===== src/rtl/word_bank_arbiter.sv =====
// word_bank_arbiter: round-robin arbiter sharing one word-bank ROM between NUM_REQ requesters.
// Ports:
//   Clock, Reset  rising-edge clock, synchronous active-low reset
//   Start         new game: clears pointer, served count, pending strobes; aborts any fetch
//   Req           per-requester read strobes, latched into pending bits
//   RomData       ROM read data, valid ROM_LAT cycles after the RomEn cycle
//   RomEn/RomAddr ROM read enable and sequential address
//   WordOut       last delivered word, held until the next delivery
//   Valid         one-hot single-cycle pulse to the owner of WordOut
//   GrantIdx      current or last granted requester
//   Busy          high whenever a fetch is in progress
//   Exhausted     sticky once BANK_SIZE words have been delivered
module word_bank_arbiter #(
  parameter int NUM_REQ   = 3,
  parameter int ADDR_W    = 5,
  parameter int BANK_SIZE = 18,
  parameter int ROM_LAT   = 1,
  parameter int WORD_W    = 64
) (
  input  logic                       Clock,
  input  logic                       Reset,
  input  logic                       Start,
  input  logic [NUM_REQ-1:0]         Req,
  input  logic [WORD_W-1:0]          RomData,
  output logic                       RomEn,
  output logic [ADDR_W-1:0]          RomAddr,
  output logic [WORD_W-1:0]          WordOut,
  output logic [NUM_REQ-1:0]         Valid,
  output logic [$clog2(NUM_REQ)-1:0] GrantIdx,
  output logic                       Busy,
  output logic                       Exhausted
);
  localparam int GW = $clog2(NUM_REQ);
  localparam int CW = $clog2(ROM_LAT + 1);
  localparam int SW = $clog2(BANK_SIZE + 1);
  typedef enum logic [1:0] {IDLE, ISSUE, WAIT, DELIVER} state_t;
  state_t state, state_n;
  logic [NUM_REQ-1:0] pending, gsel;
  logic [ADDR_W-1:0] ptr;
  logic [SW-1:0] served;
  logic [CW-1:0] cnt;
  logic [GW-1:0] last_grant, pick, c;
  logic wait_done;
  assign gsel = NUM_REQ'(1) << GrantIdx;
  assign wait_done = state == WAIT && cnt == CW'(ROM_LAT - 1);
  assign RomAddr = ptr;
  // Scan offsets from farthest to nearest so the nearest pending requester after last_grant wins.
  always_comb begin
    pick = last_grant;
    c = '0;
    for (int k = NUM_REQ; k >= 1; k--) begin
      c = GW'((int'(last_grant) + k) % NUM_REQ);
      if (pending[c]) pick = c;
    end
  end
  always_comb begin
    state_n = Start ? IDLE :
              state == IDLE  ? (|pending ? ISSUE : IDLE) :
              state == ISSUE ? WAIT :
              state == WAIT  ? (wait_done ? DELIVER : WAIT) : IDLE;
    RomEn = state == ISSUE;
    Valid = state == DELIVER ? gsel : '0;
    Busy  = state != IDLE;
  end
  always_ff @(posedge Clock) begin
    if (!Reset) state <= IDLE;
    else state <= state_n;
  end
  always_ff @(posedge Clock) begin
    if (!Reset) begin
      pending    <= '0;
      ptr        <= '0;
      served     <= '0;
      cnt        <= '0;
      last_grant <= GW'(NUM_REQ - 1);
      GrantIdx   <= '0;
      WordOut    <= '0;
      Exhausted  <= 1'b0;
    end else if (Start) begin
      pending   <= '0;
      ptr       <= '0;
      served    <= '0;
      Exhausted <= 1'b0;
    end else begin
      // A strobe on the clearing edge re-queues the requester.
      pending <= (pending & ~(wait_done ? gsel : '0)) | Req;
      cnt     <= state == WAIT ? cnt + 1'b1 : '0;
      if (state == IDLE && |pending) begin
        GrantIdx   <= pick;
        last_grant <= pick;
      end
      if (wait_done) WordOut <= RomData;
      if (state == DELIVER) begin
        ptr       <= ptr == ADDR_W'(BANK_SIZE - 1) ? '0 : ptr + 1'b1;
        served    <= served == SW'(BANK_SIZE) ? served : served + 1'b1;
        Exhausted <= Exhausted | (served >= SW'(BANK_SIZE - 1));
      end
    end
  end
endmodule


===== config.mk =====
export PLATFORM = sky130hd
export DESIGN_NAME = word_bank_arbiter
export DESIGN_NICKNAME = d
export VERILOG_FILES = /design/src/rtl/word_bank_arbiter.sv
export SDC_FILE = /design/constraint.sdc
export NUM_CORES = 1
export LEC_CHECK = 0
export BUFFER_PORTS_ARGS = -buffer_cell sky130_fd_sc_hd__buf_2
export CORE_AREA = 5 5 92 94
export DETAILED_ROUTE_END_ITERATION = 16
export DIE_AREA = 0 0 97 99
export PLACE_DENSITY = 0.77
export SETUP_SLACK_MARGIN = 0.2
export SYNTH_ARGS = -nofsm -noshare
export SYNTH_HDL_FRONTEND = slang
export SYNTH_SLANG_ARGS = --single-unit
export TNS_END_PERCENT = 100

===== constraint.sdc =====
create_clock -name Clock -period 2.1 [get_ports Clock]
set_input_delay 0.105 -clock Clock [delete_from_list [all_inputs] [get_ports Clock]]
set_output_delay 0.105 -clock Clock [all_outputs]
set_load 0.05 [all_outputs]

# Word level (Yosys, flattened, before mapping)
# Cells that the tools add are included.
# totals
word_cells	63
regBits	85
out_inout_bits	77
in_bits	70
# op_classes
mux	18
addsub	6
n_reduce_logical	9
n_div	3
n_shift	1
n_lt_le_gt_ge	4
n_eq_ne	5
bitwise	8
# ops
operator	n
$mod 32x3->32 const B	3
$mux 2	6
$add 5x1->5 const B	2
$eq 5x5->1 const B	2
$lt 2x3->1 const B	3
$add 2x2->3 const B	2
$bmux 1 s2	3
$mux 1	6
$mux 3	2
$reduce_and 2->1	3
$ge 5x5->1 const B	1
$mux 5	1
$eq 2x2->1 const B	2
$not 1->1	4
$add 2x1->3 const B	1
$and 3x3->3	1
$not 3->3	1
$or 3x3->3	1
$reduce_or 3->1	1
$shl 1x2->3 const A	1
$eq 2x1->1 const B	1
$logic_and 1x1->1	2
$logic_not 2->1	1
$reduce_bool 2->1	1
other kinds (3)	3

# Longest topological paths before layout
# Gate-level depths: netlist of the first run.
# logic_depth
depth_word	7
depth_mapped	8
ltp_nobuf	6

# Worst setup path after synthesis of the first run
# OpenSTA, ideal clock, no wires.
# synth_path
path_kind	register -> register
startpoint	reg GrantIdx[0] (netlist name)
endpoint	reg last_grant[1]
arrival_ns	1.434
setup_time_ns	0.130
path_buffers	1
path_slack_ns	0.536
synth_period_minus_slack_ns	1.564
path_stages_with_launch	8
t_required_ns	1.970
cell_sequence	dfxtp_1 > inv_1 > ha_1 > clkbuf_1 > nor2b_1 > nand2_1 > o211ai_1 > a31oi_1
# synth_lines
element	line_no	text
end signal, assigned	75	last_grant <= GW'(NUM_REQ - 1);
end signal, assigned	90	last_grant <= pick;
end, declared	42	logic [GW-1:0] last_grant, pick, c;

==> impl_metrics.toml, run 1 <==
[placement]
dp_hpwl_um = 6530
gp_congestion = 0.925
port_buffers = 146
dp_slack_ns = 0.307
placed_cell_area_mm2 = 0.00421

[timing]
relSlewSlack = 0.654
hold_violations = 1
hold_ws_ns = -0.00135
clock_skew_ns = 0.0128
drv_slew = 0
max_freq_ghz = 0.580
worst_pin_slew_ns = 0.518
final-setup-viol-count = 0
rsz0062_at_grt = "false"
fin_tns_setup_ns = 0
setup_ws_ns = 0.377
period_share = 0.820
finalCriticalPeriod_ns = 1.72

[routing]
initialDrtViolationCount = 182
final_antenna_net_count = 0
dr.max_layer_used = "met4"
drt-total-wl_um = 10100
vias = 3574
wl_met3_um = 600
wire_per_inst_um = 13.9
first_pass_iters = 5
drt-met1-wl_um = 3870
routed-wl-met2_um = 5180
drc = 0
avgViaCountPerCell = 4.91

[final_layout]
drive_above_1_share = 0.281
areaGrowthSynthToFinish_pct = 48.9
finish.instance_area_mm2 = 0.00507
n_antenna_cell = 0
fin_nets = 703

[yosys]
synth_area_leaders = "dfxtp_1, nand2_1, a21oi_1, ha_1, nor2_1"
avgSynthCellArea_um2 = 8.13
synth-seq-area-share = 0.493
yosysMostFrequentCell = "nand2_1"
ys_types = 41
synth.largest_area_cell = "dfxtp_1"
syn_area_mm2 = 0.00341
synth_ff_type = "dfxtp_1"
netlist_instances = 419
synth_common_cells = "nand2_1, dfxtp_1, a21oi_1"
synth_edf_count = 0
yosysTopAreaCellShare = 0.493
synth-warning-count = 0
ys_seq_elements = 84
ys_async_sr_fraction = 0
syn-num-nets = 501

[cts]
cts_buffers = 9
root_buffer = "clkbuf_8"
cts.sinks = 84
htree_levels = 3
clkSlewWorstSetupHoldPaths_ns = 0.09
cts_tree = "done"
ctsLongestPathBuffers = 2
clock_latency_ns = 0.35

[floorplan]
fp-row-count = 32
ios = 147
die_h_um = 99
die_x_um = 97
core_area_mm2 = 0.00757
initial_core_util = 0.450
die_area_mm2 = 0.00960

[setup_path]
path_max_fanout = 9
critical_path.startpoint_type = "flip-flop"
worstSetupPathType = "flip-flop to flip-flop"
worstPathArrival_ns = 1.96
worstSetupEndpointType = "flip-flop"
crit_required_ns = 2.34

[pwr]
pwr_density_cell_mw_per_mm2 = 637
leakagePower_uw = 0.00226
p_clk_frac = 0.397
pwr-share-comb = 0.103
power.internal_uw = 2490
ir_drop_mv = 0.474
power.total_uw = 3240
switching_power_uw = 749
swShare = 0.232
p_seq_frac = 0.500

[global_routing]
grt_usage = 0.213
first_global_vias = 3667
antenna_found_initial = 0
grt_max_degree = 65
grt_first_pass_wirelength_um = 16800
grt-ovfl-total = 0

[worst_hold_path]
hold_path_class = "input pin to flip-flop"

[run_status]
violations = "hold timing"
status = "finished with violations"

[run]
maxCapViolations = 0
state kept, by name (all words and copies together), names as in the netlist:
signal and flops:
state 2, GrantIdx 2, cnt 1, WordOut 64, RomAddr 5, Exhausted 1, served 5, last_grant 1
pending 3
metrics by stage:
stage	cells	util
after detailed placement	648	0.556
after floorplan	419	-
after global routing	728	0.671
after CTS	728	0.670
final	728	0.671
after global placement	648	0.556
worst max-delay path, stage by stage (launching register included):
cell	delay, ns
dfxtp_1	0.44
inv_1	0.13
ha_1	0.42
a22oi_1	0.21
o21ai_0	0.09
o2111ai_1	0.23
nand2_1	0.09
path summary, 6_finish.rpt:
kind / startpoint / to / slack (ns) / cells past startpoint
max: GrantIdx[0] / GrantIdx[0] / 0.38 / 6
min: RomData[22] / WordOut[22] / -0.001 / 3
max reg2reg: GrantIdx[0] / GrantIdx[0] / 0.38 / 6
min reg2reg: WordOut[3] / WordOut[3] / 0.45 / 2
cell type report:
type | count | area (um^2)
multi-input combinational | 299 | 1560
timing repair buffer | 216 | 1440
fill | 596 | 2490
sequential | 84 | 1680
inverter | 11 | 41.3
clock buffer | 11 | 141
clock inverter | 5 | 85.1
tap | 102 | 128
power by group through the flow:
stage	sequential, uW	clock, uW	combinational [uW]
3_5_place_dp	1650	0	233
3_3_place_gp	1650	0	229
2_1_floorplan	1660	0	133
6_report	1620	1280	334
5_1_grt	1620	1390	363
4_1_cts	1620	1320	327
metal layers:
layer  global-route usage  vias up
met5                    0        -
met4                0.141        0
met3               0.0531       44
met2                0.377      131
met1                0.225     1629
li1                     -     1770
cell families (layout without fill, tap and decap cells):
group / Yosys count / in the layout / synth area share
mux: 1 / 1 / 0.00330
compound gates: 93 / 93 / 0.156
buf+inv: 36 / 243 / 0.0507
xor+xnor: 8 / 8 / 0.0206
fa+ha+maj: 12 / 12 / 0.0441
simple gates: 185 / 185 / 0.232
flops: 84 / 84 / 0.493
cells in the final DEF (no fill, tap or decap), drive strengths merged:
cell type / count
a211oi: 1
a21boi: 1
a21o: 3
a21oi: 69
a221oi: 1
a22oi: 1
a31oi: 3
a32oi: 1
and2: 1
and3: 4
buf: 152
bufinv: 2
clkbuf: 11
clkinv: 2
clkinvlp: 1
dfxtp: 84
dlygate4sd3: 64
ha: 12
inv: 11
mux2: 1
nand2: 137
nand2b: 3
nand3b: 1
nand4: 4
nor2: 21
nor2b: 5
nor3: 4
nor3b: 1
o2111ai: 1
o211ai: 1
o21a: 2
o21ai: 4
o21bai: 2
o311ai: 1
o31a: 1
o31ai: 1
or2: 1
or3: 3
xnor2: 2
xor2: 6
timing repair:
action,CTS,global route
hold endpoints to repair,64,0
setup buffers,0,0
resized for setup,0,1
hold buffers,64,0
endpoints found under the setup margin,0,14
Note: power is estimated with default switching activity, not from simulation.
==> run 2, diff against run 1 <==
Clock period 2.1 ns to 1.6 ns, I/O delays scaled along.
==> impl_metrics.toml, run 2 (synthesis results as in run 1) <==
[run_status]
status = "completed"

[routing]
final_antenna_net_count = 0
first_pass_iters = 4
vias = 3779
drc = 0
avgViaCountPerCell = 4.97
initialDrtViolationCount = 157
wire_per_inst_um = 16.0
drt-total-wl_um = 12100

[floorplan]
die_area_mm2 = 0.00960
ios = 147
die_h_um = 99
die_x_um = 97
fp-row-count = 32
initial_core_util = 0.450
core_area_mm2 = 0.00757

[worst_hold_path]
worstHoldStart = "Start"
hold_depth = 3
min_to = "cnt"
hold_path_class = "input pin to flip-flop"

[setup_path]
worstSetupPathType = "flip-flop to flip-flop"
worstReg2RegStart = "state[0]"
reg2regPathDepth = 7
critical_path.startpoint_type = "flip-flop"
cpLargestDelayFamily = "simple AND/OR/NAND/NOR gates"
crit_required_ns = 1.84
worstSetupEndpointType = "flip-flop"
r2r_slack_ns = 0.13
crit_chain = "inv_4, ha_4, nand2b_4, or2_4, clkbuf_16, nand2_1, a21oi_2"
cpPeakStageDelay_ns = 0.37
crit_buf_inv = 2
worstPathArrival_ns = 1.71
path_max_fanout = 8
worstReg2RegEnd = "WordOut[16]"
worst_path_max_delay_cell = "dfxtp_4"

[timing]
hold_violations = 0
worst_pin_slew_ns = 0.467
relSlewSlack = 0.689
clock_skew_ns = 0.00681
finalCriticalPeriod_ns = 1.47
final-setup-viol-count = 0
drv_slew = 0
period_share = 0.920
rsz0062_at_grt = "true"
setup_ws_ns = 0.129
max_freq_ghz = 0.680
fin_tns_setup_ns = 0

[global_routing]
grt_first_pass_wirelength_um = 17400
grt-ovfl-total = 0
antenna_found_initial = 1
grt_usage = 0.221
first_global_vias = 3683
grt_max_degree = 41

[placement]
gp_congestion = 0.849
dp_hpwl_um = 6700
dp_slack_ns = 0.0522
port_buffers = 146

[cts]
cts_buffers = 9
htree_levels = 3
clock_latency_ns = 0.35
root_buffer = "clkbuf_8"
ctsLongestPathBuffers = 2
cts_tree = "done"
clkSlewWorstSetupHoldPaths_ns = 0.09
cts.sinks = 84

[pwr]
ir_drop_mv = 0.598
pwr_density_cell_mw_per_mm2 = 729
leakagePower_uw = 0.00249

[final_layout]
final_cell_mix = "buf_2, nand2_1, dfxtp_1"
regMostFlops = "WordOut"
fin_nets = 734
layout_commonest_cell = "buf_2"
largest_reg_flops = 64
areaGrowthSynthToFinish_pct = 71.3
drive_above_1_share = 0.411

[run]
maxCapViolations = 0
run 2: routing by layer:
metal,track usage,wire [um],vias to the layer above,share of wire
met5,0,0,-,0
met2,0.389,6390,152,0.53
li1,-,-,1845,-
met3,0.0623,829,49,0.068
met4,0.141,531,0,0.044
met1,0.232,4400,1733,0.36
run 2: tightest hold or removal path, stage by stage:
cell,delay (ns)
buf_2,0.15
nand2_1,0.07
a21oi_1,0.06
run 2: report_power, final:
| part | internal (uW) | switching (uW) |
|---|---|---|
| Clock | 782 | 813 |
| Combinational | 298 | 234 |
| Sequential | 2100 | 27.2 |
| Total | 3180 | 1070 |
run 2: repair_timing:
action / in CTS / in global routing
endpoints found under the hold margin: 68 / 0
setup buffers: 3 / 12
resized for setup: 30 / 84
hold buffers: 68 / 0
setup endpoints to repair: 75 / 77
pin swaps: 4 / 49
cloned: 0 / 8
run 2: area by class of cell:
| cell class | instances | area (um^2) |
|---|---|---|
| Inverter | 11 | 55.1 |
| Timing Repair Buffer | 246 | 1860 |
| Fill cell | 490 | 1730 |
| Clock inverter | 6 | 70.1 |
| Clock buffer | 10 | 138 |
| Antenna cell | 1 | 2.50 |
| Sequential cell | 84 | 1700 |
| Multi-Input combinational cell | 300 | 1880 |
| Tap cell | 102 | 128 |
run 2: how the worst max path moves through the flow:
stage / startpoint / end / slack [ns] / cells past startpoint
4_1_cts: state[0] / WordOut[38] / 0.16 / 7
3_5_place_dp: served[0] / served[1] / 0.05 / 6
3_3_place_gp: state[0] / WordOut[11] / 0.14 / 7
5_1_grt: state[0] / WordOut[16] / 0.07 / 7
6_report: state[0] / WordOut[16] / 0.13 / 7
2_1_floorplan: state[0] / WordOut[10] / 0.20 / 8
run 2: stage by stage:
step | area, um^2 | cells | utilization | hold slack (ns) | power [uW]
6_report | 5840 | 760 | 0.771 | 0.0625 | 4250
5_1_grt | 5840 | 760 | 0.771 | 0.0845 | 4410
4_1_cts | 5290 | 739 | 0.699 | 0.0312 | 4210
3_5_place_dp | 4290 | 652 | 0.567 | 0.308 | 2500
3_3_place_gp | 4290 | 652 | 0.567 | 0.291 | 2490
2_1_floorplan | 3450 | 419 | - | 0.182 | 2370
==> run 3, diff against run 2 <==
Settings changed: CORE_AREA 5 5 92 94 to 5 5 127 69, DIE_AREA 0 0 97 99 to 0 0 132 74.
==> impl_metrics.toml, run 3 (synthesis results as in run 1) <==
[run_status]
status = "completed"

[global_routing]
grt-ovfl-total = 0
grt_max_degree = 41
grt_first_pass_wirelength_um = 17500
first_global_vias = 3632
antenna_found_initial = 0
grt_usage = 0.219

[pwr]
leakagePower_uw = 0.00261
power.total_uw = 4620
pwr_density_cell_mw_per_mm2 = 773
ir_drop_mv = 0.697

[run]
maxCapViolations = 0

[timing]
hold_ws_ns = 0.00733
drv_slew = 0
finalCriticalPeriod_ns = 1.48
worst_pin_slew_ns = 0.625
fin_tns_setup_ns = 0
clock_skew_ns = 0.00760
hold_violations = 0
rsz0062_at_grt = "true"
period_share = 0.924
relSlewSlack = 0.583
setup_ws_ns = 0.121
max_freq_ghz = 0.676
final-setup-viol-count = 0

[cts]
cts_buffers = 9
ctsLongestPathBuffers = 2
cts.sinks = 84
htree_levels = 3
cts_tree = "done"
root_buffer = "clkbuf_16"
clkSlewWorstSetupHoldPaths_ns = 0.06
clock_latency_ns = 0.33

[routing]
dr.max_layer_used = "met4"
avgViaCountPerCell = 5.09
vias = 3856
wl_met3_um = 1090
final_antenna_net_count = 0
drt-total-wl_um = 12400
drc = 0
routed-wl-met2_um = 5730
wire_per_inst_um = 16.4
drt-met1-wl_um = 5350
first_pass_iters = 5
initialDrtViolationCount = 249

[floorplan]
die_area_mm2 = 0.00977
die_x_um = 132
initial_core_util = 0.447
fp-row-count = 23
ios = 147
die_h_um = 74
core_area_mm2 = 0.00763

[setup_path]
worstPathArrival_ns = 1.72
crit_required_ns = 1.85
path_max_fanout = 10
worstSetupPathType = "flip-flop to flip-flop"
worstSetupEndpointType = "flip-flop"
worst_path_max_delay_cell = "dfxtp_2"
crit_chain = "ha_4, nand2b_4, buf_6, nor2_4, buf_12, buf_8, nand2_1, a21oi_1"
cpPeakStageDelay_ns = 0.39
critical_path.startpoint_type = "flip-flop"

[final_layout]
n_antenna_cell = 0
areaGrowthSynthToFinish_pct = 75.1
fillCellCount = 509
fin_cells = 758
drive_above_1_share = 0.427
regMostFlops = "WordOut"
layout_commonest_cell = "buf_2"
largest_reg_flops = 64
regArea_mm2 = 0.00170
final_cell_mix = "buf_2, nand2_1, dfxtp_1"
multiInputGateArea_mm2 = 0.00186
fin_nets = 735

[placement]
dp_hpwl_um = 6590
gp_congestion = 0.872
dp_slack_ns = 0.0205
port_buffers = 146
place_inst = 649

[worst_hold_path]
hold_path_class = "input pin to flip-flop"
run 3: changes by cell type in the layout (fill, tap and decap cells not counted), moves of 4 or more:
cell,change
buf_8,-4
nand2_1,+7
a21oi_1,-14
buf_12,+4
nand2_4,-6
clkbuf_8,-7
clkbuf_16,+9
inv_6,-4
a21oi_2,+14
run 3: through the flow:
stage,instance area [um^2],utilization
floorplan,3450,-
global placement,4290,0.563
detailed placement,4290,0.563
CTS,5470,0.717
global route,5970,0.783
finish,5970,0.783
run 3: per-layer routing:
layer | vias up | GRT usage
li1 | 1843 | -
met1 | 1798 | 0.268
met2 | 187 | 0.365
met3 | 28 | 0.0804
met4 | 0 | 0.0787
met5 | - | 0
run 3: timing repair:
item	in CTS	in global routing
endpoints found under the setup margin	78	78
gates resized for setup	34	69
buffers inserted	9	8
hold buffers	64	2
gates cloned	2	8
hold endpoints to repair	64	2
pin swaps	6	25
run 3: area by class of cell:
| class | count | share of cell area |
|---|---|---|
| Clock buffer | 13 | 0.0453 |
| Clock inverter | 3 | 0.00335 |
| Inverter | 11 | 0.00839 |
| Multi-Input combinational cell | 299 | 0.312 |
| Sequential cell | 84 | 0.285 |
| Tap cell | 100 | 0.0210 |
| Timing Repair Buffer | 248 | 0.325 |
run 3: critical path, delay by kind of cell (launching register included):
kind / cells / cell delay, ns
flip-flops: 1 / 0.39
AO/OA/AOI/OAI: 1 / 0.15
adder cells (fa/ha/maj): 1 / 0.16
AND/OR/NAND/NOR: 3 / 0.29
buffers and inverters: 3 / 0.41
run 3: worst paths after layout:
check	startpoint	end	slack, ns	cells past startpoint
min reg2reg	WordOut[54]	WordOut[54]	0.45	2
max	state[1]	WordOut[10]	0.12	8
max reg2reg	state[1]	WordOut[10]	0.12	8
min	RomData[29]	WordOut[29]	0.007	3
run 3: report_power, final:
part | leakage (uW) | switching, uW | internal (uW)
Sequential | 0.000680 | 24.6 | 2100
Combinational | 0.00179 | 239 | 283
Clock | 0.000138 | 789 | 1180
Total | 0.00261 | 1050 | 3560
